$ cat config.mk
export PLATFORM = sky130hd
export DESIGN_NAME = frame_block_reader_flat
export DESIGN_NICKNAME = d
export VERILOG_FILES = /design/src/rtl/frame_block_reader_if.sv /design/src/rtl/frame_block_reader.sv /design/src/flat_wrapper.sv
export SDC_FILE = /design/constraint.sdc
export NUM_CORES = 1
export LEC_CHECK = 0
export ABC_AREA = 1
export CORE_ASPECT_RATIO = 1.2
export CORE_MARGIN = 10
export CORE_UTILIZATION = 30
export DETAILED_ROUTE_END_ITERATION = 10
export GPL_TIMING_DRIVEN = 1
export MAX_ROUTING_LAYER = met4
export PLACE_DENSITY = 0.54
export SYNTH_ARGS = -nofsm -noshare
export SYNTH_HDL_FRONTEND = slang
export SYNTH_SLANG_ARGS = --single-unit
export TNS_END_PERCENT = 50
$ cat constraint.sdc
create_clock -name clk -period 13.06 [get_ports clk]
set_input_delay 1.306 -clock clk [delete_from_list [all_inputs] [get_ports clk]]
set_output_delay 1.306 -clock clk [all_outputs]
set_load 0.1 [all_outputs]
$ cat src/rtl/frame_block_reader_if.sv
// Signal bundle between a frame producer / AXI read observer and frame_block_reader.
// The reader sits on the slave modport; the frame source and bus model use master.
interface frame_block_reader_if #(
    parameter int ADDR_WIDTH = 32
) ();
    logic [15:0]           frame_height;
    logic [15:0]           frame_width;
    logic                  frame_ready;
    logic [ADDR_WIDTH-1:0] frame_addr;
    logic                  rvalid;
    logic                  rready;
    logic                  rlast;
    logic                  arready;
    logic                  start_read;
    logic [ADDR_WIDTH-1:0] read_addr;
    logic [31:0]           read_len;
    logic [2:0]            read_size;
    logic [1:0]            read_burst;
    logic [ADDR_WIDTH-1:0] base_addr_out;
    logic                  pixel_en;
    logic                  start_of_frame;
    logic                  end_of_block;
    logic                  frame_done;
    logic                  busy;
    logic                  overflow;
    logic                  protocol_err;

    modport slave (
        input  frame_height, frame_width, frame_ready, frame_addr,
        input  rvalid, rready, rlast, arready,
        output start_read, read_addr, read_len, read_size, read_burst,
        output base_addr_out, pixel_en, start_of_frame, end_of_block,
        output frame_done, busy, overflow, protocol_err
    );

    modport master (
        output frame_height, frame_width, frame_ready, frame_addr,
        output rvalid, rready, rlast, arready,
        input  start_read, read_addr, read_len, read_size, read_burst,
        input  base_addr_out, pixel_en, start_of_frame, end_of_block,
        input  frame_done, busy, overflow, protocol_err
    );
endinterface

$ cat src/rtl/frame_block_reader.sv
// Walks a stored frame in BLOCK_SIZE x BLOCK_SIZE tiles, issuing one burst per tile row
// and tracking the observed read data; one frame can be queued while another is in flight.
module frame_block_reader #(
    parameter int ADDR_WIDTH = 32,
    parameter int DATA_WIDTH = 32,
    parameter int BLOCK_SIZE = 4
) (
    input  logic                 clk,
    input  logic                 rst_n,
    frame_block_reader_if.slave  bus
);
    localparam int BPP = DATA_WIDTH / 8;
    localparam int KW  = $clog2(BLOCK_SIZE);
    localparam int CW  = KW + 2;

    localparam logic [2:0] S_IDLE      = 3'd0;
    localparam logic [2:0] S_REQ       = 3'd1;
    localparam logic [2:0] S_WAIT_DATA = 3'd2;
    localparam logic [2:0] S_NEXT      = 3'd3;
    localparam logic [2:0] S_DONE      = 3'd4;

    logic [2:0]            state_q, state_d;
    logic [ADDR_WIDTH-1:0] base_q, base_d;
    logic [ADDR_WIDTH-1:0] pend_addr_q, pend_addr_d;
    logic                  pend_valid_q, pend_valid_d;
    logic [15:0]           w_q, w_d;
    logic [15:0]           nbw_q, nbw_d;
    logic [15:0]           nbh_q, nbh_d;
    logic [15:0]           bi_q, bi_d;
    logic [15:0]           bj_q, bj_d;
    logic [KW-1:0]         k_q, k_d;
    logic [CW-1:0]         beat_q, beat_d;
    logic                  first_q, first_d;
    logic [ADDR_WIDTH-1:0] read_addr_q, read_addr_d;
    logic                  overflow_q, overflow_d;
    logic                  perr_q, perr_d;

    logic                  pixel_en;
    logic                  pop, capture, fill;
    logic [CW-1:0]         beat_next;
    logic [ADDR_WIDTH-1:0] row, col, offset;

    assign pixel_en = bus.rvalid & bus.rready & (state_q == S_WAIT_DATA);

    always_comb begin
        // NOTE: every variable gets its hold value first so no path through the case infers a latch.
        state_d      = state_q;
        base_d       = base_q;
        pend_addr_d  = pend_addr_q;
        pend_valid_d = pend_valid_q;
        w_d          = w_q;
        nbw_d        = nbw_q;
        nbh_d        = nbh_q;
        bi_d         = bi_q;
        bj_d         = bj_q;
        k_d          = k_q;
        beat_d       = beat_q;
        first_d      = first_q;
        overflow_d   = overflow_q;
        perr_d       = perr_q;
        beat_next    = (beat_q == '1) ? beat_q : beat_q + CW'(1);

        // A queued frame is started from DONE, or from IDLE if it landed there during DONE.
        pop     = pend_valid_q && (state_q == S_DONE || state_q == S_IDLE);
        capture = (state_q == S_IDLE) && !pend_valid_q && bus.frame_ready;
        fill    = bus.frame_ready && !capture && (!pend_valid_q || pop);

        if (bus.frame_ready && !capture && pend_valid_q && !pop) overflow_d = 1'b1;
        if (fill) begin
            pend_valid_d = 1'b1;
            pend_addr_d  = bus.frame_addr;
        end else if (pop) begin
            pend_valid_d = 1'b0;
        end

        case (state_q)
            S_IDLE, S_DONE: begin
                if (pop || capture) begin
                    base_d  = pop ? pend_addr_q : bus.frame_addr;
                    w_d     = bus.frame_width;
                    nbw_d   = bus.frame_width >> KW;
                    nbh_d   = bus.frame_height >> KW;
                    bi_d    = '0;
                    bj_d    = '0;
                    k_d     = '0;
                    first_d = 1'b1;
                    state_d = (nbw_d == '0 || nbh_d == '0) ? S_DONE : S_REQ;
                end else begin
                    state_d = S_IDLE;
                end
            end
            S_REQ: begin
                beat_d  = '0;
                state_d = S_WAIT_DATA;
            end
            S_WAIT_DATA: begin
                if (pixel_en) begin
                    beat_d = beat_next;
                    if (bus.rlast != (beat_next == CW'(BLOCK_SIZE))) perr_d = 1'b1;
                    if (bus.rlast) state_d = S_NEXT;
                end
            end
            S_NEXT: begin
                state_d = S_REQ;
                if (k_q == KW'(BLOCK_SIZE - 1)) begin
                    k_d = '0;
                    if (bj_q == nbw_q - 16'd1) begin
                        bj_d = '0;
                        if (bi_q == nbh_q - 16'd1) state_d = S_DONE;
                        else                       bi_d = bi_q + 16'd1;
                    end else begin
                        bj_d = bj_q + 16'd1;
                    end
                end else begin
                    k_d = k_q + KW'(1);
                end
            end
            default: state_d = S_IDLE;
        endcase

        if (pixel_en) first_d = 1'b0;

        // Descriptor is computed from the next counters and latched only on entry to REQ.
        row         = ADDR_WIDTH'(bi_d) * ADDR_WIDTH'(BLOCK_SIZE) + ADDR_WIDTH'(k_d);
        col         = ADDR_WIDTH'(bj_d) * ADDR_WIDTH'(BLOCK_SIZE);
        offset      = (row * ADDR_WIDTH'(w_d) + col) * ADDR_WIDTH'(BPP);
        read_addr_d = (state_d == S_REQ && state_q != S_REQ) ? base_d + offset : read_addr_q;
    end

    // NOTE: non-blocking updates so every register samples the same pre-edge values.
    always_ff @(posedge clk or negedge rst_n) begin
        if (!rst_n) begin
            state_q      <= S_IDLE;
            base_q       <= '0;
            pend_addr_q  <= '0;
            pend_valid_q <= 1'b0;
            w_q          <= '0;
            nbw_q        <= '0;
            nbh_q        <= '0;
            bi_q         <= '0;
            bj_q         <= '0;
            k_q          <= '0;
            beat_q       <= '0;
            first_q      <= 1'b0;
            read_addr_q  <= '0;
            overflow_q   <= 1'b0;
            perr_q       <= 1'b0;
        end else begin
            state_q      <= state_d;
            base_q       <= base_d;
            pend_addr_q  <= pend_addr_d;
            pend_valid_q <= pend_valid_d;
            w_q          <= w_d;
            nbw_q        <= nbw_d;
            nbh_q        <= nbh_d;
            bi_q         <= bi_d;
            bj_q         <= bj_d;
            k_q          <= k_d;
            beat_q       <= beat_d;
            first_q      <= first_d;
            read_addr_q  <= read_addr_d;
            overflow_q   <= overflow_d;
            perr_q       <= perr_d;
        end
    end

    assign bus.pixel_en       = pixel_en;
    assign bus.start_of_frame = pixel_en & first_q;
    assign bus.start_read     = (state_q == S_REQ);
    assign bus.end_of_block   = (state_q == S_NEXT) && (k_q == KW'(BLOCK_SIZE - 1));
    assign bus.frame_done     = (state_q == S_DONE);
    assign bus.busy           = (state_q != S_IDLE);
    assign bus.overflow       = overflow_q;
    assign bus.protocol_err   = perr_q;
    assign bus.read_addr      = read_addr_q;
    assign bus.base_addr_out  = base_q;
    assign bus.read_len       = 32'(BLOCK_SIZE - 1);
    assign bus.read_size      = 3'($clog2(BPP));
    assign bus.read_burst     = 2'b01;
endmodule

$ cat src/flat_wrapper.sv
// flat-port wrapper written by rule: the top's interface ports become plain ports
module frame_block_reader_flat 
#(
    parameter int ADDR_WIDTH = 32,
    parameter int DATA_WIDTH = 32,
    parameter int BLOCK_SIZE = 4
)
  (clk, rst_n, bus_frame_height, bus_frame_width, bus_frame_ready, bus_frame_addr, bus_rvalid, bus_rready, bus_rlast, bus_arready, bus_start_read, bus_read_addr, bus_read_len, bus_read_size, bus_read_burst, bus_base_addr_out, bus_pixel_en, bus_start_of_frame, bus_end_of_block, bus_frame_done, bus_busy, bus_overflow, bus_protocol_err);
  frame_block_reader_if #(.ADDR_WIDTH(ADDR_WIDTH)) bus_i ();
  input  logic clk;
  input  logic rst_n;
  input wire logic [$bits(bus_i.frame_height)-1:0] bus_frame_height;
  input wire logic [$bits(bus_i.frame_width)-1:0] bus_frame_width;
  input wire logic [$bits(bus_i.frame_ready)-1:0] bus_frame_ready;
  input wire logic [$bits(bus_i.frame_addr)-1:0] bus_frame_addr;
  input wire logic [$bits(bus_i.rvalid)-1:0] bus_rvalid;
  input wire logic [$bits(bus_i.rready)-1:0] bus_rready;
  input wire logic [$bits(bus_i.rlast)-1:0] bus_rlast;
  input wire logic [$bits(bus_i.arready)-1:0] bus_arready;
  output wire logic [$bits(bus_i.start_read)-1:0] bus_start_read;
  output wire logic [$bits(bus_i.read_addr)-1:0] bus_read_addr;
  output wire logic [$bits(bus_i.read_len)-1:0] bus_read_len;
  output wire logic [$bits(bus_i.read_size)-1:0] bus_read_size;
  output wire logic [$bits(bus_i.read_burst)-1:0] bus_read_burst;
  output wire logic [$bits(bus_i.base_addr_out)-1:0] bus_base_addr_out;
  output wire logic [$bits(bus_i.pixel_en)-1:0] bus_pixel_en;
  output wire logic [$bits(bus_i.start_of_frame)-1:0] bus_start_of_frame;
  output wire logic [$bits(bus_i.end_of_block)-1:0] bus_end_of_block;
  output wire logic [$bits(bus_i.frame_done)-1:0] bus_frame_done;
  output wire logic [$bits(bus_i.busy)-1:0] bus_busy;
  output wire logic [$bits(bus_i.overflow)-1:0] bus_overflow;
  output wire logic [$bits(bus_i.protocol_err)-1:0] bus_protocol_err;
  assign bus_i.frame_height = bus_frame_height;
  assign bus_i.frame_width = bus_frame_width;
  assign bus_i.frame_ready = bus_frame_ready;
  assign bus_i.frame_addr = bus_frame_addr;
  assign bus_i.rvalid = bus_rvalid;
  assign bus_i.rready = bus_rready;
  assign bus_i.rlast = bus_rlast;
  assign bus_i.arready = bus_arready;
  assign bus_start_read = bus_i.start_read;
  assign bus_read_addr = bus_i.read_addr;
  assign bus_read_len = bus_i.read_len;
  assign bus_read_size = bus_i.read_size;
  assign bus_read_burst = bus_i.read_burst;
  assign bus_base_addr_out = bus_i.base_addr_out;
  assign bus_pixel_en = bus_i.pixel_en;
  assign bus_start_of_frame = bus_i.start_of_frame;
  assign bus_end_of_block = bus_i.end_of_block;
  assign bus_frame_done = bus_i.frame_done;
  assign bus_busy = bus_i.busy;
  assign bus_overflow = bus_i.overflow;
  assign bus_protocol_err = bus_i.protocol_err;
  frame_block_reader #(.ADDR_WIDTH(ADDR_WIDTH), .DATA_WIDTH(DATA_WIDTH), .BLOCK_SIZE(BLOCK_SIZE)) u_core (.clk(clk), .rst_n(rst_n), .bus(bus_i));
endmodule
==> results of run 1 <==
[layer usage]
layer,share of wire (%),vias up
met5,0,-
met4,2.0,0
met3,5.4,60
met2,49,377
met1,44,7968
li1,-,8287
[cell usage in the layout, fill, tap and decap left out, drive strengths merged, types with 4 or more instances in the layout]
cell | netlist | layout
xnor2 | 36 | 36
inv | 539 | 544
o31ai | 4 | 4
buf | 52 | 28
bufinv | 0 | 4
nor4 | 12 | 12
a21oi | 77 | 77
nand2 | 634 | 634
clkdlybuf4s50 | 0 | 138
xor2 | 49 | 49
nor2 | 232 | 232
nand4 | 18 | 18
conb | 2 | 37
o21bai | 4 | 4
o21a | 4 | 4
nand3b | 8 | 8
fa | 234 | 234
o22ai | 4 | 4
ha | 121 | 121
dfrtp | 185 | 185
o211ai | 5 | 5
o21ai | 229 | 229
nor3 | 20 | 20
a21boi | 6 | 6
nand3 | 84 | 84
clkbuf | 52 | 19
or2 | 7 | 7
a31oi | 8 | 8
clkinv | 11 | 14
[flip-flops by register name (all words and copies together) (netlist names)]
name and flops:
u_core.k_q 2, u_core.bus.read_addr 32, u_core.bus.base_addr_out 32, u_core.first_q 1
u_core.nbw_q 14, u_core.bj_q 16, u_core.pend_addr_q 32, u_core.state_q 3
u_core.bus.protocol_err 1, u_core.nbh_q 14, u_core.w_q 16, u_core.bi_q 16
u_core.bus.overflow 1, u_core.beat_q 4, u_core.pend_valid_q 1
[kinds of logic after synthesis]
family | Yosys count | share of synthesized area [%]
AO/OA/AOI/OAI | 356 | 9.431
XOR/XNOR | 85 | 3.663
adder cells (fa/ha/maj) | 355 | 30.50
buffers and inverters | 654 | 12.87
flip-flops | 185 | 22.78
other | 2 | 0.03695
AND/OR/NAND/NOR | 1020 | 20.72
[synthesized netlist by cell type (all sizes together) (7+ instances only)]
cell / count
a21oi: 77
a31oi: 8
buf: 52
clkbuf: 52
clkinv: 11
dfrtp: 185
fa: 234
ha: 121
inv: 539
nand2: 634
nand3: 84
nand3b: 8
nand4: 18
nor2: 232
nor3: 20
nor4: 12
o21ai: 229
or2: 7
xnor2: 36
xor2: 49
[per-stage QoR]
| stage | util, % | cells | setup slack [ns] |
|---|---|---|---|
| 2_1_floorplan | - | 2692 | 4.119 |
| 3_3_place_gp | 33.73 | 3656 | 1.727 |
| 3_5_place_dp | 33.73 | 3656 | 1.671 |
| 4_1_cts | 34.66 | 3687 | 2.149 |
| 5_1_grt | 34.66 | 3687 | 1.495 |
| 6_report | 34.66 | 3687 | 2.199 |
[area by class of cell]
cell class / count / area, um^2
Tap cell: 901 / 1127
Fill cell: 7219 / 43870
Multi-Input combinational cell: 1853 / 13220
Clock buffer: 18 / 429.2
Timing Repair Buffer: 167 / 1605
Sequential cell: 185 / 4629
Inverter: 550 / 2066
Clock inverter: 13 / 190.2
[critical path, delay by kind of cell]
| kind | cells | cell delay, ns |
|---|---|---|
| fa+ha+maj | 8 | 3.72 |
| compound gates | 13 | 2.65 |
| buf+inv | 8 | 1.99 |
| simple gates | 9 | 1.16 |
| xor+xnor | 2 | 0.41 |
[final timing paths]
| check | from | to | slack, ns |
|---|---|---|---|
| max | bus_frame_ready | u_core.bus.read_addr[31]$_DFFE_PN0P_ | 2.20 |
| min | u_core.bus.overflow$_DFFE_PN0P_ | u_core.bus.overflow$_DFFE_PN0P_ | 0.47 |
| max reg2reg | u_core.state_q[0]$_DFF_PN0_ | u_core.bus.read_addr[31]$_DFFE_PN0P_ | 2.33 |
| min reg2reg | u_core.bus.overflow$_DFFE_PN0P_ | u_core.bus.overflow$_DFFE_PN0P_ | 0.47 |
| max in group asynchronous | rst_n | u_core.nbh_q[4]$_DFFE_PN0P_ | 10.28 |
| min in group asynchronous | rst_n | u_core.pend_addr_q[2]$_DFFE_PN0P_ | 0.87 |
==> results.py, run 1 <==
metrics = {
    "finish": {
        "final_nets": 3200,
        "syn2layout_area_growth_pct": 14.49,
        "diodes": 0,
        "design_area_um2": 23270,
        "drive_gt1_share_pct": 3.912,
    },
    "logic_synthesis": {
        "synth_top_flop_cell": "dfrtp_1",
        "synth_area_per_cell_um2": 7.649,
        "yosysSeqAreaShare_pct": 22.78,
        "synth_area_leaders": "fa_1 23%, dfrtp_1 23%, nand2_1 12%",
        "postSynthCellCount": 2657,
        "yosysUniqueCellTypes": 55,
        "synth-edff-count": 0,
        "postSynth.asyncResetShare_pct": 100.0,
        "synth_seq_cells": 185,
        "yosysWarnings": 0,
        "netlist_area_um2": 20320,
        "synth_top_area_share_pct": 23.05,
        "yosys.area.top_type": "fa_1",
    },
    "timing": {
        "worst_slew_pin_slew_ns": 1.103,
        "slew_viol_final": 0,
        "finClkSkew_ns": 0.01854,
        "tns_ns": 0,
        "hold_ws_ns": 0.4739,
        "fmax_ghz": 0.09207,
        "finalSetupViolations": 0,
        "post-route-period-util_pct": 83.16,
        "hold_violations": 0,
        "maxSlewHeadroom_pct": 26.21,
        "rsz0062_at_grt": "false",
        "post-route-min-period_ns": 10.86,
    },
    "clock_network": {
        "cts_root_buf": "clkbuf_16",
        "cts_resized": 0,
        "tritoncts": "yes",
        "cts.reportedPaths.clkPinSlew_ns": 0.08,
        "ctsHoldBuffers": 0,
        "cts_setup_buffers": 0,
        "cts_buffers": 17,
        "cts.path.max_buffers": 2,
        "insertion_delay_ns": 0.50,
        "htreeDepth": 4,
        "cts_sinks": 185,
    },
    "grt": {
        "met1_usage_pct": 19.97,
        "first_global_vias": 17310,
        "grt_antenna_before_repair": 0,
        "grt_overflow": 0,
        "grtUsageMet2_pct": 27.13,
        "grt-busiest-layer": "met2",
        "grt_first_pass_wirelength_mm": 97.99,
        "grt_usage_pct": 16.34,
        "grt_start_max_net_pins": 89,
        "met3_usage_pct": 3.348,
    },
    "drt": {
        "viasPerCell": 4.527,
        "vias": 16690,
        "drt_drc_violations_left": 0,
        "first_pass_iters": 5,
        "ant_nets": 0,
        "wirelength_mm": 61.14,
        "dr.first_iter.drc_count": 895,
        "avgRoutedWirePerCell_um": 16.58,
    },
    "setup_path": {
        "startpoint_type": "input pin",
        "path_common_cell": "fa_1",
        "path_class": "input pin to register",
        "reg2reg_depth": 39,
        "crit_arrival_ns": 11.25,
        "path_max_fanout": 19,
        "worst_ep_required_time_ns": 13.45,
        "critPathCaptureType": "register",
        "cp_slowest_cell": "fa_1",
        "cpPeakStageDelay_ns": 0.60,
    },
    "flow_run": {
        "drv_cap": 0,
    },
    "die": {
        "core_um2": 67140,
        "die_w_um": 257.6,
        "initial_core_util_pct": 30.27,
        "dieArea_um2": 78600,
        "rows": 104,
        "top_level_ports": 180,
        "dieHeight_um": 305.1,
    },
    "placed_design": {
        "place_congestion": 0.9191,
        "place_area_um2": 22650,
        "hpwl_mm": 49.92,
        "io_buffers": 139,
    },
    "hold_path": {
        "hold_path_class": "register to register",
        "holdPathStages": 1,
    },
    "outcome": {
        "outcome": "complete, no violations",
    },
}
Power of run 1 is not shown: default switching activity piles up to over one toggle a cycle in this logic, so the estimate is an artifact.
==> run 2, diff against run 1 <==
clock period = 10.75 ns   (was 13.06 ns; I/O delays follow)
==> results.py, run 2 (synthesis gave the netlist of run 1 again) <==
metrics = {
    "drt": {
        "drt_drc_violations_left": 0,
        "avgRoutedWirePerCell_um": 16.27,
        "wirelength_mm": 60.54,
        "ant_nets": 0,
        "dr.first_iter.drc_count": 906,
        "viasPerCell": 4.560,
        "vias": 16970,
        "first_pass_iters": 8,
    },
    "setup_path": {
        "startpoint_type": "register",
        "reg2reg_to": "u_core.bus.read_addr[31]$_DFFE_PN0P_",
        "path_class": "register to register",
        "worst_ep_required_time_ns": 11.14,
        "cpPeakStageDelay_ns": 0.55,
        "critPathCaptureType": "register",
        "worstReg2RegStart": "u_core.nbh_q[0]$_DFFE_PN0P_",
        "cp_slowest_cell": "fa_1",
        "crit_arrival_ns": 10.26,
        "reg2reg_depth": 45,
        "ff2ff_setup_slack_ns": 0.88,
        "path_max_fanout": 8,
    },
    "timing": {
        "post-route-period-util_pct": 91.82,
        "post-route-min-period_ns": 9.870,
        "slew_viol_final": 0,
        "rsz0062_at_grt": "false",
        "finClkSkew_ns": 0.02315,
        "tns_ns": 0,
        "worst_slew_pin_slew_ns": 1.108,
        "fmax_ghz": 0.1013,
        "maxSlewHeadroom_pct": 25.92,
        "finalSetupViolations": 0,
        "hold_violations": 0,
    },
    "grt": {
        "grt_first_pass_wirelength_mm": 96.50,
        "grt_antenna_before_repair": 0,
        "grt_start_max_net_pins": 77,
        "grt_usage_pct": 16.07,
        "first_global_vias": 17280,
        "grt_overflow": 0,
    },
    "die": {
        "die_w_um": 257.6,
        "rows": 104,
        "dieHeight_um": 305.1,
        "initial_core_util_pct": 30.27,
        "top_level_ports": 180,
        "dieArea_um2": 78600,
        "core_um2": 67140,
    },
    "placed_design": {
        "place_congestion": 0.9103,
        "hpwl_mm": 50.58,
        "io_buffers": 139,
    },
    "finish": {
        "fin_util_pct": 34.99,
        "drive_gt1_share_pct": 5.002,
        "nFillCells": 7207,
        "mostFrequentLayoutCells": "622 x nand2_1, 528 x inv_1, 234 x fa_1",
        "syn2layout_area_growth_pct": 15.59,
        "final_nets": 3232,
        "layout_commonest_cell": "nand2_1",
    },
    "hold_path": {
        "worstHoldEndpoint": "u_core.bus.protocol_err$_DFFE_PN0P_",
        "holdPathStages": 2,
        "hold_path_class": "register to register",
        "hold_start": "u_core.bus.protocol_err$_DFFE_PN0P_",
    },
    "clock_network": {
        "cts_sinks": 185,
        "htreeDepth": 4,
        "cts.reportedPaths.clkPinSlew_ns": 0.08,
        "tritoncts": "yes",
        "cts.path.max_buffers": 2,
        "cts_root_buf": "clkbuf_16",
        "insertion_delay_ns": 0.50,
        "ctsHoldBuffers": 0,
        "cts_buffers": 17,
    },
    "outcome": {
        "outcome": "complete, no violations",
    },
    "flow_run": {
        "drv_cap": 0,
    },
}
[run 2: worst max path at each step]
stage | start | endpoint | slack, ns
6_report | u_core.nbh_q[0]$_DFFE_PN0P_ | u_core.bus.read_addr[31]$_DFFE_PN0P_ | 0.88
5_1_grt | u_core.nbh_q[0]$_DFFE_PN0P_ | u_core.bus.read_addr[31]$_DFFE_PN0P_ | 0.04
4_1_cts | u_core.nbh_q[0]$_DFFE_PN0P_ | u_core.bus.read_addr[31]$_DFFE_PN0P_ | 0.70
3_5_place_dp | bus_frame_ready | u_core.bus.read_addr[31]$_DFFE_PN0P_ | 0.50
3_3_place_gp | bus_frame_ready | u_core.bus.read_addr[31]$_DFFE_PN0P_ | 0.53
2_1_floorplan | u_core.nbh_q[0]$_DFFE_PN0P_ | u_core.bus.read_addr[31]$_DFFE_PN0P_ | 1.99
[run 2: critical path: cells and delay by family, from the launching register on]
family | cells | cell delay (ns)
flip-flops | 1 | 0.39
AO/OA/AOI/OAI | 8 | 1.63
buffers and inverters | 8 | 0.84
AND/OR/NAND/NOR | 18 | 2.50
adder cells (fa/ha/maj) | 9 | 3.99
XOR/XNOR | 2 | 0.38
[run 2: repair_timing]
item	4_1_cts	5_1_grt
setup endpoints to repair	0	1
buffers inserted	0	0
gates resized for setup	0	3
endpoints found under the hold margin	0	0
[run 2: metrics by stage]
stage / setup WS, ns / cell area, um^2 / hold WS (ns) / std cells
3_3_place_gp: 0.5277 / 22880 / 0.4530 / 3688
5_1_grt: 0.03664 / 23490 / 0.4994 / 3720
3_5_place_dp: 0.4986 / 22880 / 0.4554 / 3688
2_1_floorplan: 1.985 / 20460 / 0.4479 / 2692
6_report: 0.8799 / 23490 / 0.4760 / 3722
4_1_cts: 0.6963 / 23480 / 0.4785 / 3720
[run 2: layer usage]
metal  track usage (%)  routed length (um)  up-vias
met1             19.64               26810     8133
met2             25.81               28640      382
li1                  -                   -     8367
met4             5.586                1850        0
met3             3.563                3248       89
met5                 -                   0        -
[run 2: final cells by class]
type / count / area [um^2] / area share (%)
diodes: 2 / 5.005 / 0.02130
multi-input cells: 1853 / 13220 / 56.25
repair buffers: 199 / 1846 / 7.856
clock inverters: 13 / 167.7 / 0.7137
inverters: 550 / 2069 / 8.809
flip-flops and latches: 185 / 4629 / 19.71
well taps: 901 / 1127 / 4.799
clock buffers: 19 / 432.9 / 1.843
Power of run 2 is left out for the same reason.
==> run 3, diff against run 2 <==
HOLD_SLACK_MARGIN = 0.12   (was default)
==> results of run 3 <==
Final layout, timing and power as in run 2 (identical DEF).
Power of run 3 is left out for the same reason.
